===== src/rtl/cod_mem_pkg.sv =====
// -----------------------------------------------------------------------------
// cod_mem_pkg
// Shared definitions for the unified-memory arbiter: FSM state encoding,
// requester identifiers and the default memory latency.
// -----------------------------------------------------------------------------
package cod_mem_pkg;

    typedef enum logic [1:0] {
        S_IDLE  = 2'd0,
        S_ISSUE = 2'd1,
        S_WAIT  = 2'd2,
        S_ACK   = 2'd3
    } state_e;

    localparam logic ID_CPU = 1'b0;
    localparam logic ID_DBU = 1'b1;

    localparam int MEM_LAT_DEFAULT = 1;

endpackage


===== src/rtl/arb_rr2.sv =====
// -----------------------------------------------------------------------------
// arb_rr2
// Two-input grant logic for the memory arbiter. Purely combinational.
//
// Build option: MEM_ARB_DBU_PRIO_EN
//   defined   - DBU always wins a tie (last_gnt ignored)
//   undefined - a tie is granted to ~last_gnt (round-robin)
//
// Ports:
//   req[1:0]   in   request vector, bit 0 = CPU, bit 1 = DBU
//   last_gnt   in   id of the previously granted requester
//   gnt_id     out  id of the requester to grant (valid with gnt_valid)
//   gnt_valid  out  at least one request is pending
// -----------------------------------------------------------------------------
module arb_rr2
    import cod_mem_pkg::*;
(
    input  logic [1:0] req,
    input  logic       last_gnt,
    output logic       gnt_id,
    output logic       gnt_valid
);

`ifdef MEM_ARB_DBU_PRIO_EN
    // Fixed priority does not need the history bit.
    logic unused_last_gnt;
    assign unused_last_gnt = last_gnt;
`endif

    always_comb begin
        gnt_valid = |req;
        gnt_id    = ID_CPU;
        case (req)
            2'b01:   gnt_id = ID_CPU;
            2'b10:   gnt_id = ID_DBU;
`ifdef MEM_ARB_DBU_PRIO_EN
            2'b11:   gnt_id = ID_DBU;
`else
            2'b11:   gnt_id = ~last_gnt;
`endif
            default: gnt_id = ID_CPU;
        endcase
    end

endmodule


===== src/rtl/mem_arbiter.sv =====
// -----------------------------------------------------------------------------
// mem_arbiter
// Shares one unified instruction/data memory between the CPU control path
// (port 0) and the debug unit (port 1). Whole transactions are serialised:
// IDLE (arbitrate) -> ISSUE (one mem_en cycle) -> WAIT (MEM_LAT cycles)
// -> ACK (one-cycle ack to the winner) -> IDLE.
//
// Build option: MEM_ARB_DBU_PRIO_EN (inside arb_rr2) selects fixed DBU
// priority on ties instead of round-robin.
//
// Handshake (both requester ports): req is a level held, with we/addr/wdata
// stable, until the one-cycle ack; rdata is valid while ack is high. The
// requester must drop req, or present its next transaction, by the clock
// edge that ends the ack cycle; a req seen high in IDLE is a new transaction.
//
// Ports:
//   clk, rst                  clock (rising edge), async active-low reset
//   cpu_req/we/addr/wdata     CPU request side
//   cpu_ack/rdata/stall       CPU completion side, stall = req & ~ack
//   dbu_*                     same as cpu_* for the debug unit (no stall)
//   mem_en/we/addr/wdata      memory strobe and write side (zero outside ISSUE)
//   mem_rdata                 memory read data, valid MEM_LAT cycles after mem_en
//   busy                      state != IDLE
//   dbg_state                 current FSM state
// -----------------------------------------------------------------------------
module mem_arbiter
    import cod_mem_pkg::*;
#(
    parameter int AW      = 8,
    parameter int DW      = 32,
    parameter int MEM_LAT = MEM_LAT_DEFAULT
) (
    input  logic          clk,
    input  logic          rst,

    input  logic          cpu_req,
    input  logic          cpu_we,
    input  logic [AW-1:0] cpu_addr,
    input  logic [DW-1:0] cpu_wdata,
    output logic          cpu_ack,
    output logic [DW-1:0] cpu_rdata,
    output logic          cpu_stall,

    input  logic          dbu_req,
    input  logic          dbu_we,
    input  logic [AW-1:0] dbu_addr,
    input  logic [DW-1:0] dbu_wdata,
    output logic          dbu_ack,
    output logic [DW-1:0] dbu_rdata,

    output logic          mem_en,
    output logic          mem_we,
    output logic [AW-1:0] mem_addr,
    output logic [DW-1:0] mem_wdata,
    input  logic [DW-1:0] mem_rdata,

    output logic          busy,
    output logic [1:0]    dbg_state
);

    localparam int CW = 3;
    localparam logic [CW-1:0] CNT_LOAD = CW'(MEM_LAT - 1);

    state_e        state_q, state_d;
    logic          last_gnt_q, last_gnt_d;
    logic [CW-1:0] cnt_q, cnt_d;
    logic          gnt_q, gnt_d;
    logic          we_q, we_d;
    logic [AW-1:0] addr_q, addr_d;
    logic [DW-1:0] wdata_q, wdata_d;
    logic [DW-1:0] cpu_rdata_q, cpu_rdata_d;
    logic [DW-1:0] dbu_rdata_q, dbu_rdata_d;

    logic          arb_gnt_id;
    logic          arb_gnt_valid;

    arb_rr2 u_arb (
        .req       ({dbu_req, cpu_req}),
        .last_gnt  (last_gnt_q),
        .gnt_id    (arb_gnt_id),
        .gnt_valid (arb_gnt_valid)
    );

    always_comb begin
        state_d     = state_q;
        last_gnt_d  = last_gnt_q;
        cnt_d       = cnt_q;
        gnt_d       = gnt_q;
        we_d        = we_q;
        addr_d      = addr_q;
        wdata_d     = wdata_q;
        cpu_rdata_d = cpu_rdata_q;
        dbu_rdata_d = dbu_rdata_q;

        case (state_q)
            S_IDLE: begin
                if (arb_gnt_valid) begin
                    // Latch the whole winning transaction so the requester
                    // inputs are not needed after this edge.
                    state_d    = S_ISSUE;
                    gnt_d      = arb_gnt_id;
                    last_gnt_d = arb_gnt_id;
                    if (arb_gnt_id == ID_DBU) begin
                        we_d    = dbu_we;
                        addr_d  = dbu_addr;
                        wdata_d = dbu_wdata;
                    end else begin
                        we_d    = cpu_we;
                        addr_d  = cpu_addr;
                        wdata_d = cpu_wdata;
                    end
                end
            end
            S_ISSUE: begin
                cnt_d   = CNT_LOAD;
                state_d = S_WAIT;
            end
            S_WAIT: begin
                if (cnt_q == '0) begin
                    // Captured for writes too; the value is simply unused.
                    if (gnt_q == ID_DBU) begin
                        dbu_rdata_d = mem_rdata;
                    end else begin
                        cpu_rdata_d = mem_rdata;
                    end
                    state_d = S_ACK;
                end else begin
                    cnt_d = cnt_q - 1'b1;
                end
            end
            S_ACK: begin
                state_d = S_IDLE;
            end
            default: begin
                state_d = S_IDLE;
            end
        endcase
    end

    always_ff @(posedge clk or negedge rst) begin
        if (!rst) begin
            state_q     <= S_IDLE;
            last_gnt_q  <= ID_DBU;   // CPU wins the first tie
            cnt_q       <= '0;
            gnt_q       <= ID_CPU;
            we_q        <= 1'b0;
            addr_q      <= '0;
            wdata_q     <= '0;
            cpu_rdata_q <= '0;
            dbu_rdata_q <= '0;
        end else begin
            state_q     <= state_d;
            last_gnt_q  <= last_gnt_d;
            cnt_q       <= cnt_d;
            gnt_q       <= gnt_d;
            we_q        <= we_d;
            addr_q      <= addr_d;
            wdata_q     <= wdata_d;
            cpu_rdata_q <= cpu_rdata_d;
            dbu_rdata_q <= dbu_rdata_d;
        end
    end

    logic in_issue;
    logic in_ack;
    assign in_issue = (state_q == S_ISSUE);
    assign in_ack   = (state_q == S_ACK);

    assign mem_en    = in_issue;
    assign mem_we    = in_issue & we_q;
    assign mem_addr  = in_issue ? addr_q  : '0;
    assign mem_wdata = in_issue ? wdata_q : '0;

    assign cpu_ack   = in_ack & (gnt_q == ID_CPU);
    assign dbu_ack   = in_ack & (gnt_q == ID_DBU);
    assign cpu_rdata = cpu_rdata_q;
    assign dbu_rdata = dbu_rdata_q;

    // Gated by rst so every output reads zero while reset is held, even if
    // the CPU keeps its request asserted.
    assign cpu_stall = rst & cpu_req & ~cpu_ack;

    assign busy      = (state_q != S_IDLE);
    assign dbg_state = state_q;

endmodule


===== config.mk =====
export PLATFORM = sky130hd
export DESIGN_NAME = mem_arbiter
export DESIGN_NICKNAME = d
export VERILOG_FILES = /design/src/rtl/cod_mem_pkg.sv /design/src/rtl/arb_rr2.sv /design/src/rtl/mem_arbiter.sv
export SDC_FILE = /design/constraint.sdc
export NUM_CORES = 1
export LEC_CHECK = 0
export ABC_AREA = 1
export CELL_PAD_IN_SITES_DETAIL_PLACEMENT = 0
export CELL_PAD_IN_SITES_GLOBAL_PLACEMENT = 2
export CORE_AREA = 4 4 151 153
export CTS_BUF_LIST = sky130_fd_sc_hd__clkbuf_2 sky130_fd_sc_hd__clkbuf_4 sky130_fd_sc_hd__clkbuf_8
export DETAILED_ROUTE_END_ITERATION = 6
export DIE_AREA = 0 0 155 157
export GPL_TIMING_DRIVEN = 0
export PLACE_DENSITY = 0.95
export SYNTH_ARGS = -nofsm -noshare
export SYNTH_HDL_FRONTEND = slang
export SYNTH_HIERARCHICAL = 1
export SYNTH_SLANG_ARGS = --single-unit

===== constraint.sdc =====
create_clock -name clk -period 3.3 [get_ports clk]
set_input_delay 0.66 -clock clk [delete_from_list [all_inputs] [get_ports clk]]
set_output_delay 0.66 -clock clk [all_outputs]
set_load 0.02 [all_outputs]

Word-level counts from Yosys, hierarchy flattened
Index checks and enable logic that the tools add are counted.
{"block": "word_totals", "regBits": 112, "out_inout_bits": 112, "word_cells": 47, "inputBits": 118}
{"block": "classes", "add_sub_neg": 1, "n_reduce_logical": 10, "n_mux": 11, "eq_ne": 8, "n_bitwise": 8}
{"op": "$mux W32", "n": 2}
{"op": "$mux W8", "n": 2}
{"op": "$eq A2 B2 Y1 const B", "n": 4}
{"op": "$pmux W2 S4", "n": 1}
{"op": "$ne A2 B2 Y1 const B", "n": 3}
{"op": "$pmux W3 S2", "n": 1}
{"op": "$reduce_and A2 Y1", "n": 3}
{"op": "$reduce_and A3 Y1", "n": 2}
{"op": "$and A1 B1 Y1", "n": 5}
{"op": "$mux W2", "n": 2}
{"op": "$reduce_bool A2 Y1", "n": 2}
{"op": "$logic_not A3 Y1", "n": 1}
{"op": "$mux W3", "n": 1}
{"op": "$not A1 Y1", "n": 3}
{"op": "$sub A3 B1 Y3 const B", "n": 1}
{"op": "$eq A2 B1 Y1 const B", "n": 1}
{"op": "$logic_not A2 Y1", "n": 1}
{"op": "$pmux W1 S2", "n": 1}
{"op": "$reduce_or A2 Y1", "n": 1}
{"op": "$mux W1", "n": 1}

Longest topological paths before layout
{"block": "depth", "word_depth": 4, "ltp_mapped": 9, "depth_no_buf": 8}

Hierarchy
Netlist, hierarchy kept.
{"module": "mem_arbiter", "cells_each": 724, "n_inst": 1, "area_each_um2": 5291.3, "seq_area_each_um2": 2803.9}
{"module": "arb_rr2", "cells_each": 3, "n_inst": 1, "area_each_um2": 15.0, "seq_area_each_um2": 0.0}

Least setup slack after synthesis
Ideal clock, no wire load.
{"block": "synth_path", "path_kind": "register to output", "from": "register state_q[1], in the netlist dbg_state[1]", "to": "output mem_addr[0]", "slack_ps": 1068, "path_stages_with_launch": 7, "required_time_ps": 2640, "arrival_time_ps": 1572, "path_cell_list": "dfrtp_1 -> inv_1 -> ha_1 -> clkbuf_1 -> clkbuf_1 -> nand2_1 -> inv_1"}
{"block": "synth_via", "elab_chain_cells": 2}
{"item": "from (decl)", "line_no": "mem_arbiter.sv:64", "text": "state_e state_q, state_d;"}
{"item": "from (signal assigned)", "line_no": "mem_arbiter.sv:152", "text": "state_q <= state_d;"}
{"item": "$eq A2 B1 Y1", "line_no": "mem_arbiter.sv:166", "text": "assign in_issue = (state_q == S_ISSUE);"}
{"item": "named net mem_en", "line_no": "mem_arbiter.sv:51", "text": "output logic mem_en,"}
{"item": "$mux W8", "line_no": "mem_arbiter.sv:171", "text": "assign mem_addr = in_issue ? addr_q : '0;"}
{"item": "to (decl)", "line_no": "mem_arbiter.sv:53", "text": "output logic [AW-1:0] mem_addr,"}
The timed path passes the listed nets, and every way through them passes these cells.

Worst setup path after layout
{"block": "layout_path", "from": "register state_q[1], in the netlist dbg_state[1]", "to": "output mem_wdata[14]"}
{"block": "layout_via", "elab_chain_cells": 2}
{"item": "$eq A2 B1 Y1", "line_no": "mem_arbiter.sv:166"}
{"item": "$mux W32", "line_no": "mem_arbiter.sv:172", "text": "assign mem_wdata = in_issue ? wdata_q : '0;"}
{"item": "to (decl)", "line_no": "mem_arbiter.sv:54", "text": "output logic [DW-1:0] mem_wdata,"}
No other way between the ends.

==> qor.csv <==
metric;value;unit
status;finished, final reports clean;
hold_violations;0;
grt_overflow_total;0;
dr.pass1.iters;4;
vias;5080;
ant_nets;0;
start_util;0.246;
criticalPathCategory;flop to primary output;
synthTopCellsByCount;437 x nand2_1, 111 x dfrtp_1, 91 x inv_1;
clock_skew;0.0204;ns
num_antenna_cells;0;
ys_ff_latch;112;
final_cells;1252;
final-seq-area;2800;um2
drive_gt1_frac;0.0484;
rsz0062_at_grt;no;
worst_slack;0.269;ns
arrival;2.37;ns
die_w;155;um
grt_pass1_wl;26800;um
dieHeight;157;um
multi_input_area;1980;um2
yosysTopAreaCell;dfrtp_1;
tritoncts.num_buffers;9;
reg2reg_from;dbg_state[0]$_DFFE_PN0P_;
fin_crit_sh;0.918;
syn_inst;727;
vdd_drop_max;185;uV
whs;0.160;ns
synthArstFlopShare;1.00;
htreeDepth;3;
clk_pin_slew;0.11;ns
clockBufferDepth;2;
drt_iter0_drc;203;
final_max_slew_viol_count;0;
synth_cell_types;19;
yosysMostFrequentCell;nand2_1;
ys_top_cells_by_area;dfrtp_1 52%, nand2_1 31%, inv_1 6.4%;
coreArea;21600;um2
grt_max_degree;77;
syn2layout_area_growth;54.3;%
crit_path_max_incr_delay;0.64;ns
p_per_area;856;nW/um2
r2r_cells;7;
cp_slowest_cell;clkdlybuf4s50_1;
final_nets;1092;
grt_pass1_vias;5098;
yosysWarnings;6;
io_pins;230;
synth_top_area_share;0.523;
root_buffer;clkbuf_8;
worstMarginPinSlew;0.625;ns
crit_path_max_fanout;10;
maxSlewHeadroom;0.583;
dieArea;24300;um2
seq_area_frac_synth;0.528;
avgSynthCellArea;7.30;um2
antenna_found_initial;0;
finalSetupViolCount;0;
max_clock_freq;330;MHz
maxCapViolations;0;
r2r_end;wdata_q[23]$_DFFE_PN0P_;
syn_nets;852;
hold_buffers;0;
wirelength;17000;um
period_minus_slack;3.03;ns
cp_common_cell;inv_1;
rows;54;
p_leak;4.41;nW
cts_tree;yes;
min_path_type;input pin to asynchronous set/reset pin;
pre_cts_ws;0.285;ns
wire_per_inst;13.6;um
p_total;0.00701;W
clk_latency;0.40;ns
cts.sinks;112;
dpl.hpwl;13200;um
end_kind;primary output;
dp_cells;1237;
route.detailed.drc;0;
reg2reg_slack;1.45;ns
synth_ff_type;dfrtp_1;
synth_edf_count;0;
grt_util_all_layers;0.140;
required;2.64;ns
start_kind;flop;
post_drt_via_cell_ratio;4.06;
syn_area;5310;um2
critical_path.cell_chain;inv_1, ha_1, clkbuf_4, nand2_1, inv_1, clkdlybuf4s50_1;
fill_cells;2304;
globalplace.congestion;0.755;
portBuffers;229;
==> report_power, final <==
| part | internal (W) | switching, W | total (W) |
|---|---|---|---|
| registers | 0.00202 | 0.000356 | 0.00238 |
| clock network | 0.000299 | 0.000539 | 0.000837 |
| logic | 0.00165 | 0.00214 | 0.00379 |
==> kinds of logic after synthesis <==
group,Yosys count,synth area share
fa+ha+maj,7,0.0165
compound gates,34,0.0321
buf+inv,126,0.0993
simple gates,448,0.324
flops,112,0.528
==> layout by cell type (no fill, tap or decap), types with 2 or more instances in the layout <==
cell and count:
clkbuf_8 9, buf_4 3, buf_2 15, dfrtp_1 111, clkbuf_1 8, nand2_1 437, nor2_1 2, clkdlybuf4s50_1 228
clkbuf_4 3, clkinv_8 2, o21ai_1 32, buf_6 4, nand3_1 5, ha_1 7, inv_1 91, clkinv_4 2
==> through the flow <==
step	cell area (um2)	utilization	setup TNS [ns]
3_3_place_gp	7950	0.369	-366.71
4_1_cts	8180	0.380	0
5_1_grt	8190	0.380	0
6_report	8190	0.380	0
3_5_place_dp	7980	0.370	0
2_1_floorplan	5310	-	0
==> area by class of cell <==
class / count / area share
sequential: 112 / 0.343
inverter: 92 / 0.0422
clock buffer: 9 / 0.0151
buffer: 33 / 0.0231
tap: 280 / 0.0428
timing repair buffer: 230 / 0.284
clock inverter: 7 / 0.00948
multi-input combinational: 489 / 0.241
==> critical path: cells and delay by family (launching register included) <==
| kind | cells | cell delay (ns) |
|---|---|---|
| fa+ha+maj | 1 | 0.33 |
| buf+inv | 4 | 1.11 |
| flops | 1 | 0.46 |
| simple gates | 1 | 0.08 |
==> worst max-delay path by stage <==
| stage | start | to | slack (ns) | cells after the start |
|---|---|---|---|---|
| after floorplan | dbg_state[1]$_DFFE_PN0P_ | mem_addr[0] | 1.07 | 6 |
| after global placement | rst | cpu_stall | -3.62 | 4 |
| after detailed placement | dbg_state[1]$_DFFE_PN0P_ | mem_wdata[23] | 0.28 | 7 |
| after CTS | dbg_state[1]$_DFFE_PN0P_ | mem_wdata[14] | 0.02 | 7 |
| after global routing | dbg_state[1]$_DFFE_PN0P_ | mem_wdata[24] | 0.04 | 6 |
| final | dbg_state[1]$_DFFE_PN0P_ | mem_wdata[14] | 0.27 | 6 |
==> flip-flops by register name, indices dropped and copies added, names as in the netlist <==
signal and flops:
cpu_rdata 32, dbu_rdata 32, wdata_q 32, addr_q 8
cnt_q 3, dbg_state 2, gnt_q 1, last_gnt_q 1
we_q 1
==> timing repair <==
action	in CTS	in global routing
buffers inserted	0	0
endpoints found under the setup margin	30	40
resized for setup	3	5
==> per-layer routing <==
layer  vias up  global-route usage  wire [um]
met2       192               0.225       7480
met3        14              0.0429       1640
met4         0              0.0404        206
met1      2269               0.182       7690
met5         -                   0          0
li1       2605                   -          -
Power figures use the tool's default switching activity.
